**src/rtl/risc_fetch_unit.sv**
```systemverilog
`default_nettype none
// ============================================================================
// Module   : risc_fetch_unit
// Brief    : RISC-V instruction fetch stage: PC, imem req/ack, {pc,instr} FIFO.
//            Optional macro RISC_FETCH_MISALIGN_CHK_EN adds a sticky
//            misaligned-target halt.
// Revision : 1.0 - initial release
// ============================================================================
module risc_fetch_unit #(
    parameter logic [31:0] RESET_PC   = 32'h0000_0000,
    parameter int          FIFO_DEPTH = 2,
    parameter logic [31:0] NOP_INSTR  = 32'h0000_0013
) (
    input  logic        clk,
    input  logic        rst,
    output logic        imem_req,
    output logic [31:0] imem_addr_32,
    input  logic        imem_ack,
    input  logic [31:0] imem_rdata_32,
    output logic        instr_valid,
    input  logic        instr_ready,
    output logic [31:0] instr_32,
    output logic [31:0] pc_32,
    input  logic        PCSRC,
    input  logic [31:0] target_32,
    output logic        misalign_err
);

    localparam int                 c_PTR_W = $clog2(FIFO_DEPTH);
    localparam int                 c_CNT_W = c_PTR_W + 1;
    localparam logic [c_CNT_W-1:0] c_DEPTH = c_CNT_W'(FIFO_DEPTH);

    typedef enum logic [1:0] {
        IDLE  = 2'd0,
        REQ   = 2'd1,
        DRAIN = 2'd2
    } state_t;

    state_t              r_state;
    state_t              w_state_nxt;
    logic [31:0]         r_fetch_pc;
    logic [31:0]         r_drain_addr;
    logic [31:0]         r_pc_mem  [FIFO_DEPTH];
    logic [31:0]         r_ins_mem [FIFO_DEPTH];
    logic [c_PTR_W-1:0]  r_rd_ptr;
    logic [c_PTR_W-1:0]  r_wr_ptr;
    logic [c_CNT_W-1:0]  r_count;
    logic [c_CNT_W-1:0]  w_count_nxt;
    logic                w_ack;
    logic                w_push;
    logic                w_pop;
    logic                w_halt;
    logic [31:0]         w_target;

    assign w_target    = target_32 & ~32'h0000_0003;
    // Acks outside an active request (e.g. a response landing after reset) are ignored.
    assign w_ack       = imem_ack & imem_req;
    assign w_push      = w_ack & (r_state == REQ) & ~PCSRC;
    assign w_pop       = instr_valid & instr_ready & ~PCSRC;
    assign w_count_nxt = r_count + c_CNT_W'(w_push) - c_CNT_W'(w_pop);

`ifdef RISC_FETCH_MISALIGN_CHK_EN
    logic r_misalign;
    logic w_set_mis;

    assign w_set_mis = PCSRC & (target_32[1:0] != 2'b00);
    assign w_halt    = r_misalign | w_set_mis;

    always_ff @(posedge clk or posedge rst) begin
        if (rst) begin
            r_misalign <= 1'b0;
        end else if (w_set_mis) begin
            r_misalign <= 1'b1;
        end
    end

    assign misalign_err = r_misalign;
`else
    assign w_halt       = 1'b0;
    assign misalign_err = 1'b0;
`endif

    always_comb begin
        w_state_nxt  = r_state;
        imem_req     = 1'b0;
        imem_addr_32 = 32'h0000_0000;
        case (r_state)
            IDLE: begin
                if (!w_halt && (PCSRC || (r_count != c_DEPTH))) begin
                    w_state_nxt = REQ;
                end
            end
            REQ: begin
                imem_req     = 1'b1;
                imem_addr_32 = r_fetch_pc;
                if (PCSRC) begin
                    if (!w_ack) begin
                        w_state_nxt = DRAIN;
                    end else begin
                        w_state_nxt = w_halt ? IDLE : REQ;
                    end
                end else if (w_ack && (w_count_nxt == c_DEPTH)) begin
                    w_state_nxt = IDLE;
                end
            end
            DRAIN: begin
                // Old request must complete at its original address; its data is dropped.
                imem_req     = 1'b1;
                imem_addr_32 = r_drain_addr;
                if (w_ack) begin
                    w_state_nxt = w_halt ? IDLE : REQ;
                end
            end
            default: w_state_nxt = IDLE;
        endcase
    end

    always_ff @(posedge clk or posedge rst) begin
        if (rst) begin
            r_state      <= IDLE;
            r_fetch_pc   <= RESET_PC;
            r_drain_addr <= 32'h0000_0000;
            r_rd_ptr     <= '0;
            r_wr_ptr     <= '0;
            r_count      <= '0;
        end else begin
            r_state <= w_state_nxt;
            if ((r_state == REQ) && PCSRC && !w_ack) begin
                r_drain_addr <= r_fetch_pc;
            end
            if (PCSRC) begin
                r_fetch_pc <= w_target;
                r_rd_ptr   <= '0;
                r_wr_ptr   <= '0;
                r_count    <= '0;
            end else begin
                if (w_push) begin
                    r_fetch_pc <= r_fetch_pc + 32'd4;
                    r_wr_ptr   <= r_wr_ptr + c_PTR_W'(1);
                end
                if (w_pop) begin
                    r_rd_ptr <= r_rd_ptr + c_PTR_W'(1);
                end
                r_count <= w_count_nxt;
            end
        end
    end

    always_ff @(posedge clk) begin
        if (w_push) begin
            r_pc_mem[r_wr_ptr]  <= r_fetch_pc;
            r_ins_mem[r_wr_ptr] <= imem_rdata_32;
        end
    end

    assign instr_valid = (r_count != '0);
    assign instr_32    = instr_valid ? r_ins_mem[r_rd_ptr] : NOP_INSTR;
    assign pc_32       = instr_valid ? r_pc_mem[r_rd_ptr]  : 32'h0000_0000;

endmodule
`default_nettype wire

```
**config.mk**
```make
export PLATFORM = sky130hd
export DESIGN_NAME = risc_fetch_unit
export DESIGN_NICKNAME = d
export VERILOG_FILES = /design/src/rtl/risc_fetch_unit.sv
export SDC_FILE = /design/constraint.sdc
export NUM_CORES = 1
export LEC_CHECK = 0
export CAP_MARGIN = 40
export CORE_MARGIN = 3
export CORE_UTILIZATION = 50
export CTS_CLUSTER_SIZE = 16
export DETAILED_ROUTE_END_ITERATION = 7
export PLACE_DENSITY = 0.78
export REMOVE_ABC_BUFFERS = 1
export SKIP_LAST_GASP = 1
export SYNTH_ARGS = -nofsm -noshare
export SYNTH_HDL_FRONTEND = slang
export SYNTH_SLANG_ARGS = --single-unit
```
**constraint.sdc**
```tcl
create_clock -name clk -period 7.47 [get_ports clk]
set_clock_uncertainty 0.15 [all_clocks]
set_input_delay 1.1205 -clock clk [delete_from_list [all_inputs] [get_ports clk]]
set_output_delay 1.1205 -clock clk [all_outputs]
set_load 0.1 [all_outputs]
```
==> key figures, run 1 <==
Pwr
  • Cell-internal power: 0.00296 W
  • Leakage power: 4.51 nW
  • Sw Ratio: 44.4%
  • Sequential Power Share: 26.9%
  • PD cells: 426 nW/um^2
  • Comb pwr share: 55.3%
  • Clock share of power: 17.9%
  • Sw Pwr: 0.00237 W
  • VDD IR max: 480 uV

Timing
  • Post-route clock period utilization: 56.5%
  • Fin. Hold Viols: 0
  • Fmax: 237 MHz
  • Relative slew slack: 42.5%
  • TNS Setup: 0 ns
  • Tmin final: 4.22 ns
  • Worst slew pin tran: 0.862 ns
  • Final Setup Violations: 0
  • Slew Limit Fails: 0
  • RSZ-0062 raised after global routing: no

Worst hold path
  • Min-Delay Path Depth: 1
  • Hold Crit Class: register to register
  • Hold Crit Start: r_drain_addr[18]$_DFFE_PP0P_
  • Worst Hold End: r_drain_addr[18]$_DFFE_PP0P_

CTS
  • Worst-skew pair later-pin latency: 0.42 ns
  • PostCTS Resize Cnt: 0
  • # clock sinks: 190
  • CTS root buffer: clkbuf_16
  • Clk pin slew, worst setup/hold paths: 0.07 ns
  • CTS Buffer Depth: 2
  • CTS tree: built
  • H-tree Lvls: 4
  • Post-CTS Setup Repair Bufs: 0
  • Total CTS buffers: 17
  • CTS Hold Bufs: 0

Finish
  • Post-Layout Cell Count: 1123
  • Number of diodes: 0
  • Final Cell Area: 12500 um^2
  • Final net count: 966
  • Layout area overhead: 47.1%
  • Layout cells sized above 1: 16.8%

Placed design
  • Placer's final routability congestion estimate: 0.806
  • DP Cell Count: 1091
  • Dpl cell area: 11900 um^2
  • Final HPWL DP: 14700 um
  • IO Port Bufs: 160

Setup path
  • CP Class: register to output pin
  • CP startpoint kind: register
  • Reg-to-Reg End: r_ins_mem[0][13]$_DFFE_PP_
  • CP delay by family, top: buffers and inverters
  • Crit Path Max Fanout: 28
  • CP endpoint kind: output pin
  • FF-to-FF path depth: 6
  • Crit-path cells: inv_1, ha_1, buf_4, a22oi_1, nor2b_1, clkdlybuf4s50_1, buf_16
  • CP peak stage delay: 0.60 ns
  • R2r setup slk: 4.02 ns
  • Reg2reg start: r_state[1]$_DFFE_PP0P_
  • Worst Path Required: 6.20 ns
  • CP Data Arrival Time: 2.95 ns
  • Critical-path top delay cell: clkdlybuf4s50_1
  • Critical path depth: 7
  • Buffers & Inverters on Critical Path: 4

Logic synthesis
  • Most frequent cells after synthesis: edfxtp_1, nor2_1, dfrtp_1, mux2i_1
  • Number of synthesized flops with an enable pin: 124
  • Synth Instances: 652
  • Top cells by area, synth: edfxtp_1, dfrtp_1, mux2i_1
  • Proportion of synthesized chip area in sequential cells: 63.2%
  • Mean Syn Cell Area: 13.0 um^2
  • Yosys cell types: 45
  • Async SR Flop Fraction: 34.7%
  • Cell with the most instances after synthesis: edfxtp_1
  • Post-Syn Area: 8510 um^2
  • Synth warn: 0
  • Synth Flop Type: edfxtp_1
  • Synth area leader: edfxtp_1
  • Flops & latches, synth: 190
  • Post-synth top area share: 43.8%

Global routing
  • Tot GR Track Use: 24.2%
  • Via count of the first global-routing pass: 6637
  • GR Overflow Total: 0
  • First-pass GRT wire length: 34700 um
  • Largest net degree at the start of global routing: 67
  • Initial antenna violation count: 0

Detailed routing
  • Final ANT Viol Nets: 0
  • Iter 0 DRT Violations: 605
  • Router iterations before antenna repair: 5
  • Vias: 6238
  • Drt wl/cell: 19.3 um
  • DRC: 0
  • Via density per instance: 5.55
  • Total detailed-routing wirelength: 21600 um

Floorplan
  • Die height: 136 um
  • Initial Util: 51.1%
  • Die Wd: 136 um
  • Row count: 47
  • Die ar.: 18600 um^2
  • Core box area: 16600 um^2
  • Top Ports: 168

Flow run
  • Max cap viols: 0

Status
  • Run status: completed
## worst reg2reg max path, cell delays in order (launching register included)
cell and delay (ns):
dfrtp_1 0.42, inv_1 0.10, ha_1 0.44, buf_4 0.43
nand3_1 0.29, nor2_4 0.59, buf_4 0.61
## cell type report
| class | count | area (um^2) |
|---|---|---|
| clock buffers | 19 | 433 |
| well taps | 220 | 275 |
| clock inverters | 13 | 188 |
| fillers | 988 | 4130 |
| flip-flops and latches | 190 | 5380 |
| repair buffers | 265 | 3310 |
| multi-input cells | 405 | 2880 |
| inverters | 11 | 41.3 |
## power groups by stage
stage          Combinational [W]  Sequential, W  Clock (W)
2_1_floorplan            0.00176        0.00143          0
3_3_place_gp             0.00226        0.00145          0
3_5_place_dp             0.00296        0.00145          0
4_1_cts                  0.00297        0.00143   0.000958
5_1_grt                  0.00307        0.00145   0.000997
6_report                 0.00295        0.00143   0.000952
## registers in the layout, indices dropped and copies added, names as in the netlist
name and cells:
r_pc_mem 60, r_drain_addr 30, r_fetch_pc 30, r_ins_mem 64, r_count 2, r_state 2, r_wr_ptr 1, r_rd_ptr 1
## layout by cell type, fill, tap and decap left out, types with 13 or more instances in the layout
cell type        netlist  routed
clkdlybuf4s50_1        0     160
edfxtp_1             124     124
buf_8                  0      81
nor2_1                82      79
dfrtp_1               66      65
mux2i_1               63      63
a22oi_1               31      31
nor2b_1               31      31
mux2_1                30      30
nand2_1               27      27
clkbuf_16              0      17
nand4_1               16      16
a31oi_1               15      15
buf_16                 0      15
o21ai_1               13      13
or4_1                 13      13
## logic make-up (layout without fill, tap and decap cells)
group                    count (synthesis)  in the layout  share of synthesized area [%]
other                                    1              5                         0.0441
adder cells (fa/ha/maj)                  7              7                           1.03
multiplexers                            95             95                           11.7
flip-flops                             190            190                           63.2
XOR/XNOR                                14             14                           1.60
AND/OR/NAND/NOR                        206            206                           12.9
buffers and inverters                   61            308                           3.35
AO/OA/AOI/OAI                           78             78                           6.24
## metal layers
layer	GRT usage, %	share of wire [%]
met5	0	0
met4	7.22	1.6
met3	5.03	6.7
met2	41.9	52
met1	30.9	40
## per-stage QoR
step	power (W)	hold WS (ns)	setup slack (ns)	util [%]
floorplan	0.00318	0.309	2.17	-
global placement	0.00371	0.318	2.99	61.5
detailed placement	0.00441	0.325	3.01	71.4
CTS	0.00536	0.340	3.26	75.2
global route	0.00552	0.361	3.09	75.2
finish	0.00533	0.337	3.25	75.2
## how the worst max path moves through the flow
stage | start | end | slack (ns)
6_report | r_state[1]$_DFFE_PP0P_ | imem_addr_32[16] | 3.25
5_1_grt | r_state[0]$_DFFE_PP0P_ | imem_addr_32[11] | 3.09
4_1_cts | r_state[1]$_DFFE_PP0P_ | imem_addr_32[16] | 3.26
3_5_place_dp | PCSRC | r_ins_mem[0][1]$_DFFE_PP_ | 3.01
3_3_place_gp | PCSRC | r_ins_mem[1][30]$_DFFE_PP_ | 2.99
2_1_floorplan | r_count[1]$_DFF_PP0_ | instr_32[0] | 2.17
No activity file was read; power rests on OpenSTA's default activity.
==> inputs of run 2 (changes only) <==
--- a/config.mk
+++ b/config.mk
@@ -7,10 +7,10 @@
 export LEC_CHECK = 0
 export CAP_MARGIN = 40
 export CORE_MARGIN = 3
-export CORE_UTILIZATION = 50
+export CORE_UTILIZATION = 47
 export CTS_CLUSTER_SIZE = 16
 export DETAILED_ROUTE_END_ITERATION = 7
-export PLACE_DENSITY = 0.78
+export PLACE_DENSITY = 0.77
 export REMOVE_ABC_BUFFERS = 1
 export SKIP_LAST_GASP = 1
 export SYNTH_ARGS = -nofsm -noshare
==> constraint.sdc (replaced) <==
create_clock -name clk -period 3.5 [get_ports clk]
set_clock_uncertainty 0.15 [all_clocks]
set_input_delay 0.525 -clock clk [delete_from_list [all_inputs] [get_ports clk]]
set_output_delay 0.525 -clock clk [all_outputs]
set_load 0.1 [all_outputs]
==> run 2 against run 1 <==
  * Combinational power grew 78%
  * Clock power is 110% higher
  * Utilization down 12 points
  * First-iteration DRC count decreased by 8.8%
  * Die area rose by 6.1%
  * Final cell count is 7.4% lower
  * Sequential power rose by 110%
  * Via count fell by 7.1%
  * Routed wire length shrank 8.6%
  * Sequential cell count unchanged
  * Largest power group unchanged
==> key figures, run 2 (synthesis results as in run 1) <==
Finish
  • Layout area overhead: 30.8%
  • Most common cell after layout, fill and taps aside: edfxtp_1
  • Layout cells sized above 1: 19.5% (+2.7 points)
  • Final Cell Area: 11100 um^2 (-11%)
  • Post-Layout Cell Count: 1040 (-7.4%)
  • Registers with the most flip-flops: r_ins_mem (64), r_pc_mem (60)
  • Final net count: 878 (-9.1%)
  • Fillers: 1290 (+31%)
  • Largest reg by FF count: r_ins_mem
  • Number of diodes: 0 (unchanged)
  • Max FFs per register: 64 (unchanged)
  • Commonest non-fill, non-tap cells in the layout: edfxtp_1, nor2_1, buf_4

Setup path
  • CP Data Arrival Time: 2.53 ns (-0.42 ns)
  • Crit-path cells: inv_1, ha_1, buf_4, a22oi_1, nor2b_1, buf_12
  • CP delay by family, top: buffers and inverters
  • Worst Path Required: 2.82 ns (-3.38 ns)
  • CP peak stage delay: 0.52 ns (-0.08 ns)
  • Critical path destination: imem_addr_32[28]
  • Critical path depth: 6 (-1)
  • Reg-to-Reg End: r_state[0]$_DFFE_PP0P_
  • Buffers & Inverters on Critical Path: 3 (-1)
  • Critical-path top delay cell: ha_1
  • R2r setup slk: 0.38 ns (-3.64 ns)
  • FF-to-FF path depth: 10 (+4)
  • CP Class: register to output pin
  • Reg2reg start: r_state[1]$_DFFE_PP0P_
  • Crit Path Max Fanout: 24 (-14%)
  • CP endpoint kind: output pin
  • CP Launch Point: r_state[1]$_DFFE_PP0P_
  • CP startpoint kind: register

Timing
  • Worst slew pin tran: 0.797 ns (-0.0645 ns)
  • Fmax: 312 MHz
  • Hold WS: 0.338 ns (+0.00105 ns)
  • Final Setup Violations: 0 (unchanged)
  • Fin. Hold Viols: 0 (unchanged)
  • Post-route clock period utilization: 91.6%
  • Tmin final: 3.21 ns
  • RSZ-0062 raised after global routing: no
  • Setup slack after layout: 0.294 ns (-2.96 ns)
  • Relative slew slack: 46.8% (+4.2 points)
  • Slew Limit Fails: 0 (unchanged)

Floorplan
  • Core box area: 17500 um^2 (+5.0%)
  • Top Ports: 168 (unchanged)
  • Die ar.: 19700 um^2 (+6.1%)
  • Die Wd: 141 um (+3.0%)
  • Die height: 141 um (+3.0%)
  • Initial Util: 48.7% (-2.4 points)
  • Row count: 48 (+2.1%)

Worst hold path
  • Hold Crit Class: register to register
  • Hold Crit Start: r_drain_addr[16]$_DFFE_PP0P_

Pwr
  • VDD IR max: 798 uV (+66%)
  • PD cells: 925 nW/um^2 (+120%)
  • Overall power: 0.0103 W (+93%)
  • Leakage power: 4.05 nW (-10%)

Global routing
  • Via count of the first global-routing pass: 5996 (-9.7%)
  • Largest net degree at the start of global routing: 60 (-10%)
  • GR Overflow Total: 0 (unchanged)
  • Tot GR Track Use: 20.3% (-3.9 points)
  • First-pass GRT wire length: 31700 um (-8.7%)
  • Initial antenna violation count: 0 (unchanged)

CTS
  • # clock sinks: 190 (unchanged)
  • Clk pin slew, worst setup/hold paths: 0.07 ns (about the same)
  • CTS Buffer Depth: 2 (unchanged)
  • Worst-skew pair later-pin latency: 0.43 ns (about the same)
  • CTS root buffer: clkbuf_16
  • CTS tree: built
  • H-tree Lvls: 4 (unchanged)
  • Total CTS buffers: 17 (unchanged)
  • Post-CTS Setup Repair Bufs: 0 (unchanged)
  • CTS Hold Bufs: 0 (unchanged)
  • PostCTS Resize Cnt: 0 (unchanged)

Placed design
  • Final HPWL DP: 13400 um (-8.5%)
  • Place WS: 0.440 ns (-2.57 ns)
  • DP Cell Count: 1008 (-7.6%)
  • Placer's final routability congestion estimate: 0.799 (-0.86%)
  • IO Port Bufs: 160 (unchanged)
  • Dpl cell area: 10500 um^2 (-12%)

Detailed routing
  • Final ANT Viol Nets: 0 (unchanged)
  • Via density per instance: 5.58 (+0.36%)
  • Vias: 5798 (-7.1%)
  • Total detailed-routing wirelength: 19800 um (-8.6%)
  • Router iterations before antenna repair: 5 (unchanged)
  • Drt wl/cell: 19.0 um (-1.4%)
  • Iter 0 DRT Violations: 552 (-8.8%)
  • DRC: 0 (unchanged)

Status
  • Run status: completed

Flow run
  • Max cap viols: 0 (unchanged)
==> run 2: worst min-delay path by stage <==
stage	endpoint	slack, ns	cells past startpoint
final	r_drain_addr[16]$_DFFE_PP0P_	0.34	1
after CTS	r_drain_addr[18]$_DFFE_PP0P_	0.34	1
after global routing	r_drain_addr[8]$_DFFE_PP0P_	0.35	1
after global placement	r_drain_addr[7]$_DFFE_PP0P_	0.32	1
after floorplan	r_drain_addr[17]$_DFFE_PP0P_	0.31	1
after detailed placement	r_drain_addr[18]$_DFFE_PP0P_	0.33	1
==> run 2: final cells by class <==
class	count	area [um^2]	share of cell area [%]
Timing Repair Buffer	177	1930	17.4
Tap cell	225	282	2.53
Clock buffer	17	425	3.82
Inverter	11	41.3	0.371
Clock inverter	15	185	1.66
Sequential cell	190	5380	48.3
Multi-Input combinational cell	405	2880	25.9
==> run 2: worst register-to-register path: cells and delay by family, from the launching register on <==
| family | cells | cell delay [ns] |
|---|---|---|
| adders and majority gates | 3 | 1.09 |
| muxes | 1 | 0.34 |
| AOI/OAI and AO/OA | 1 | 0.19 |
| buffers and inverters | 2 | 0.17 |
| xor gates and xnor gates | 1 | 0.22 |
| DFF | 1 | 0.43 |
| and+or+nand+nor | 2 | 0.41 |
==> run 2: through the flow <==
step	util, %	TNS (ns)
2_1_floorplan	-	-209.90
3_3_place_gp	60.2	0
3_5_place_dp	60.2	0
4_1_cts	63.7	0
5_1_grt	63.7	0
6_report	63.7	0
==> run 2: where the power goes <==
part	switching [W]	internal, W	total (W)
Clock	0.000859	0.00114	0.00199
Combinational	0.00374	0.00151	0.00524
Sequential	0.000274	0.00278	0.00305
Total	0.00487	0.00542	0.0103
==> run 2: routing by layer <==
layer | up-vias | share of wire [%] | global-route usage, %
met1 | 2841 | 42 | 27.2
li1 | 2697 | - | -
met3 | 30 | 6.8 | 4.64
met4 | 0 | 1.8 | 5.97
met2 | 230 | 49 | 33.3
met5 | - | 0 | 0
==> inputs of run 3 (changes only) <==
--- a/config.mk
+++ b/config.mk
@@ -5,11 +5,11 @@
 export SDC_FILE = /design/constraint.sdc
 export NUM_CORES = 1
 export LEC_CHECK = 0
-export CAP_MARGIN = 40
 export CORE_MARGIN = 3
 export CORE_UTILIZATION = 47
 export CTS_CLUSTER_SIZE = 16
 export DETAILED_ROUTE_END_ITERATION = 7
+export GPL_TIMING_DRIVEN = 0
 export PLACE_DENSITY = 0.77
 export REMOVE_ABC_BUFFERS = 1
 export SKIP_LAST_GASP = 1
==> run 3 against run 2 <==
  * Register-to-register slack got worse by 0.22 ns
  * Total power fell by 5.8%
  * Highest routed layer unchanged
  * Sequential share of layout area grew 1.0 points
  * Via count decreased by 1.2%
  * Clock power down 7%
  * Global-route usage rose by 0.088 points
  * Sequential cell count did not move
  * Largest power group unchanged
  * Hold slack about the same
  * Utilization fell by 1.4 points
  * Routed wire length up 0.71%
  * Die area unchanged
  * Non-clock buffer count down 11
==> key figures, run 3 (synthesis results as in run 1) <==
Timing
  • Final Setup Violations: 0 (unchanged)
  • Hold WS: 0.338 ns (+0.000206 ns)
  • TNS Setup: 0 ns (unchanged)
  • Relative slew slack: 33.2% (-14 points)
  • Worst slew pin tran: 0.999 ns (+0.202 ns)
  • Fmax: 296 MHz (-5.2%)
  • Tmin final: 3.38 ns (+0.177 ns)
  • Slew Limit Fails: 0 (unchanged)
  • Fin. Hold Viols: 0 (unchanged)
  • Setup slack after layout: 0.116 ns (-0.177 ns)
  • Post-route clock period utilization: 96.7% (+5.1 points)
  • RSZ-0062 raised after global routing: no

Pwr
  • Clock share of power: 19.1% (-0.3 points)
  • Sequential Power Share: 31.5% (+1.8 points)
  • Leakage power: 4.03 nW (-0.33%)
  • Comb pwr share: 49.5% (-1.5 points)
  • VDD IR max: 746 uV (-6.5%)
  • Sw Ratio: 49.9% (+2.6 points)
  • Cell-internal power: 0.00485 W (-10%)
  • PD cells: 890 nW/um^2 (-3.7%)
  • Sw Pwr: 0.00484 W (-0.64%)

Floorplan
  • Die ar.: 19700 um^2 (unchanged)
  • Core box area: 17500 um^2 (unchanged)
  • Die height: 141 um (unchanged)
  • Die Wd: 141 um (unchanged)
  • Row count: 48 (unchanged)
  • Initial Util: 48.7% (unchanged)
  • Top Ports: 168 (unchanged)

Finish
  • Post-Layout Cell Count: 1029 (-1.1%)
  • Largest reg by FF count: r_ins_mem
  • Layout area overhead: 28.0%
  • Max FFs per register: 64 (unchanged)
  • Commonest non-fill, non-tap cells in the layout: edfxtp_1, nor2_1, clkdlybuf4s50_1
  • Number of diodes: 0 (unchanged)
  • Registers with the most flip-flops: r_ins_mem (64), r_pc_mem (60)
  • Layout cells sized above 1: 11.4% (-8.1 points)
  • Final net count: 867 (-1.3%)
  • Most common cell after layout, fill and taps aside: edfxtp_1

CTS
  • H-tree Lvls: 4 (unchanged)
  • Clk pin slew, worst setup/hold paths: 0.07 ns (about the same)
  • CTS Buffer Depth: 2 (unchanged)
  • Total CTS buffers: 17 (unchanged)
  • Worst-skew pair later-pin latency: 0.43 ns (about the same)
  • CTS tree: built
  • # clock sinks: 190 (unchanged)
  • CTS root buffer: clkbuf_16

Setup path
  • Crit-path cells: mux2i_1, nor2_1, clkdlybuf4s50_1
  • Reg2reg start: r_state[1]$_DFFE_PP0P_
  • CP startpoint kind: register
  • Worst Path Required: 2.82 ns (about the same)
  • CP Data Arrival Time: 2.71 ns (+0.18 ns)
  • Critical-path top delay cell: clkdlybuf4s50_1
  • Crit Path Max Fanout: 31 (+29%)
  • CP endpoint kind: output pin
  • CP peak stage delay: 1.15 ns (+0.63 ns)
  • CP Launch Point: r_rd_ptr$_DFFE_PP0P_
  • Buffers & Inverters on Critical Path: 1 (-2)
  • CP delay by family, top: buffers and inverters
  • CP Class: register to output pin

Detailed routing
  • Drt wl/cell: 19.3 um (+1.8%)
  • Via density per instance: 5.57 (-0.13%)
  • DRC: 0 (unchanged)
  • Final ANT Viol Nets: 0 (unchanged)
  • Router iterations before antenna repair: 7 (+2)
  • Iter 0 DRT Violations: 407 (-26%)
  • Total detailed-routing wirelength: 19900 um (+0.71%)
  • Vias: 5729 (-1.2%)

Global routing
  • GR Overflow Total: 0 (unchanged)
  • GRT met3 Usage: 3.93% (-0.72 points)
  • Met1 GRT Util: 26.8% (-0.39 points)
  • First-pass GRT wire length: 31700 um (about the same)
  • Met2 Usage GRT: 34.5% (+1.2 points)
  • Via count of the first global-routing pass: 5990 (-0.10%)
  • Tot GR Track Use: 20.4% (+0.088 points)
  • Largest net degree at the start of global routing: 67 (+12%)
  • Initial antenna violation count: 0 (unchanged)
  • Most Crowded Layer GR: met2

Placed design
  • Place WS: -1.15 ns (-1.59 ns)
  • Final HPWL DP: 12800 um (-4.5%)
  • DP Cell Count: 997 (-1.1%)
  • IO Port Bufs: 160 (unchanged)
  • Placer's final routability congestion estimate: 0.778 (-2.7%)

Status
  • Run status: completed

Worst hold path
  • Hold Crit Class: register to register
  • Hold Crit Start: r_drain_addr[10]$_DFFE_PP0P_

Flow run
  • Max cap viols: 0 (unchanged)
-- run 3: changes by cell type in the layout (fill, tap and decap cells not counted), moves of 8 or more --
| cell | previous run | this run |
|---|---|---|
| dlygate4sd2_1 | 0 | 39 |
| buf_4 | 76 | 0 |
| clkdlybuf4s15_2 | 0 | 30 |
| buf_12 | 35 | 6 |
| clkdlybuf4s50_1 | 66 | 78 |
| dlymetal6s2s_1 | 0 | 8 |
-- run 3: per-layer routing --
metal	share of wire (%)	vias to the layer above
met2	51	203
met4	1.2	0
met5	0	-
met1	42	2817
li1	-	2689
met3	5.9	20
-- run 3: power by group through the flow --
stage | clock, W | sequential [W] | combinational [W]
2_1_floorplan | 0 | 0.00304 | 0.00375
3_3_place_gp | 0 | 0.00311 | 0.00485
3_5_place_dp | 0 | 0.00309 | 0.00497
4_1_cts | 0.00188 | 0.00305 | 0.00484
5_1_grt | 0.00199 | 0.00309 | 0.00500
6_report | 0.00185 | 0.00305 | 0.00480
-- run 3: final timing paths --
path / end / slack, ns / cells after the start
max in group asynchronous: r_rd_ptr$_DFFE_PP0P_ / 2.05 / 2
setup / recovery: instr_32[16] / 0.12 / 3
min in group asynchronous: r_drain_addr[22]$_DFFE_PP0P_ / 0.46 / 2
setup reg to reg: r_state[0]$_DFFE_PP0P_ / 0.16 / 10
hold / removal: r_drain_addr[10]$_DFFE_PP0P_ / 0.34 / 1
hold reg to reg: r_drain_addr[10]$_DFFE_PP0P_ / 0.34 / 1
-- run 3: per-stage QoR --
stage / cell area (um^2) / util [%] / power (W)
floorplan: 8280 / - / 0.00680
global placement: 10200 / 58.1 / 0.00797
detailed placement: 10300 / 59.0 / 0.00806
CTS: 10900 / 62.2 / 0.00977
global route: 10900 / 62.3 / 0.0101
finish: 10900 / 62.3 / 0.00969
-- run 3: cell type report --
class,instances,area (um^2)
Multi-Input combinational cell,405,2890
Clock inverter,15,146
Inverter,11,46.3
Tap cell,225,282
Timing Repair Buffer,166,1720
Clock buffer,17,425
Fill cell,1330,6590
Sequential cell,190,5380
-- run 3: repair_timing --
| item | 4_1_cts | 5_1_grt |
|---|---|---|
| resized for setup | 137 | 15 |
| buffers inserted | 0 | 0 |
| setup endpoints to repair | 191 | 13 |
| hold buffers | 0 | 0 |
| pin swaps | 0 | 0 |
-- run 3: worst register-to-register path, delay by kind of cell (launching register included) --
| kind | cells | cell delay, ns |
|---|---|---|
| AND/OR/NAND/NOR | 2 | 0.43 |
| multiplexers | 1 | 0.34 |
| XOR/XNOR | 1 | 0.24 |
| AO/OA/AOI/OAI | 1 | 0.21 |
| buffers and inverters | 2 | 0.16 |
| flip-flops | 1 | 0.42 |
| adder cells (fa/ha/maj) | 3 | 1.29 |
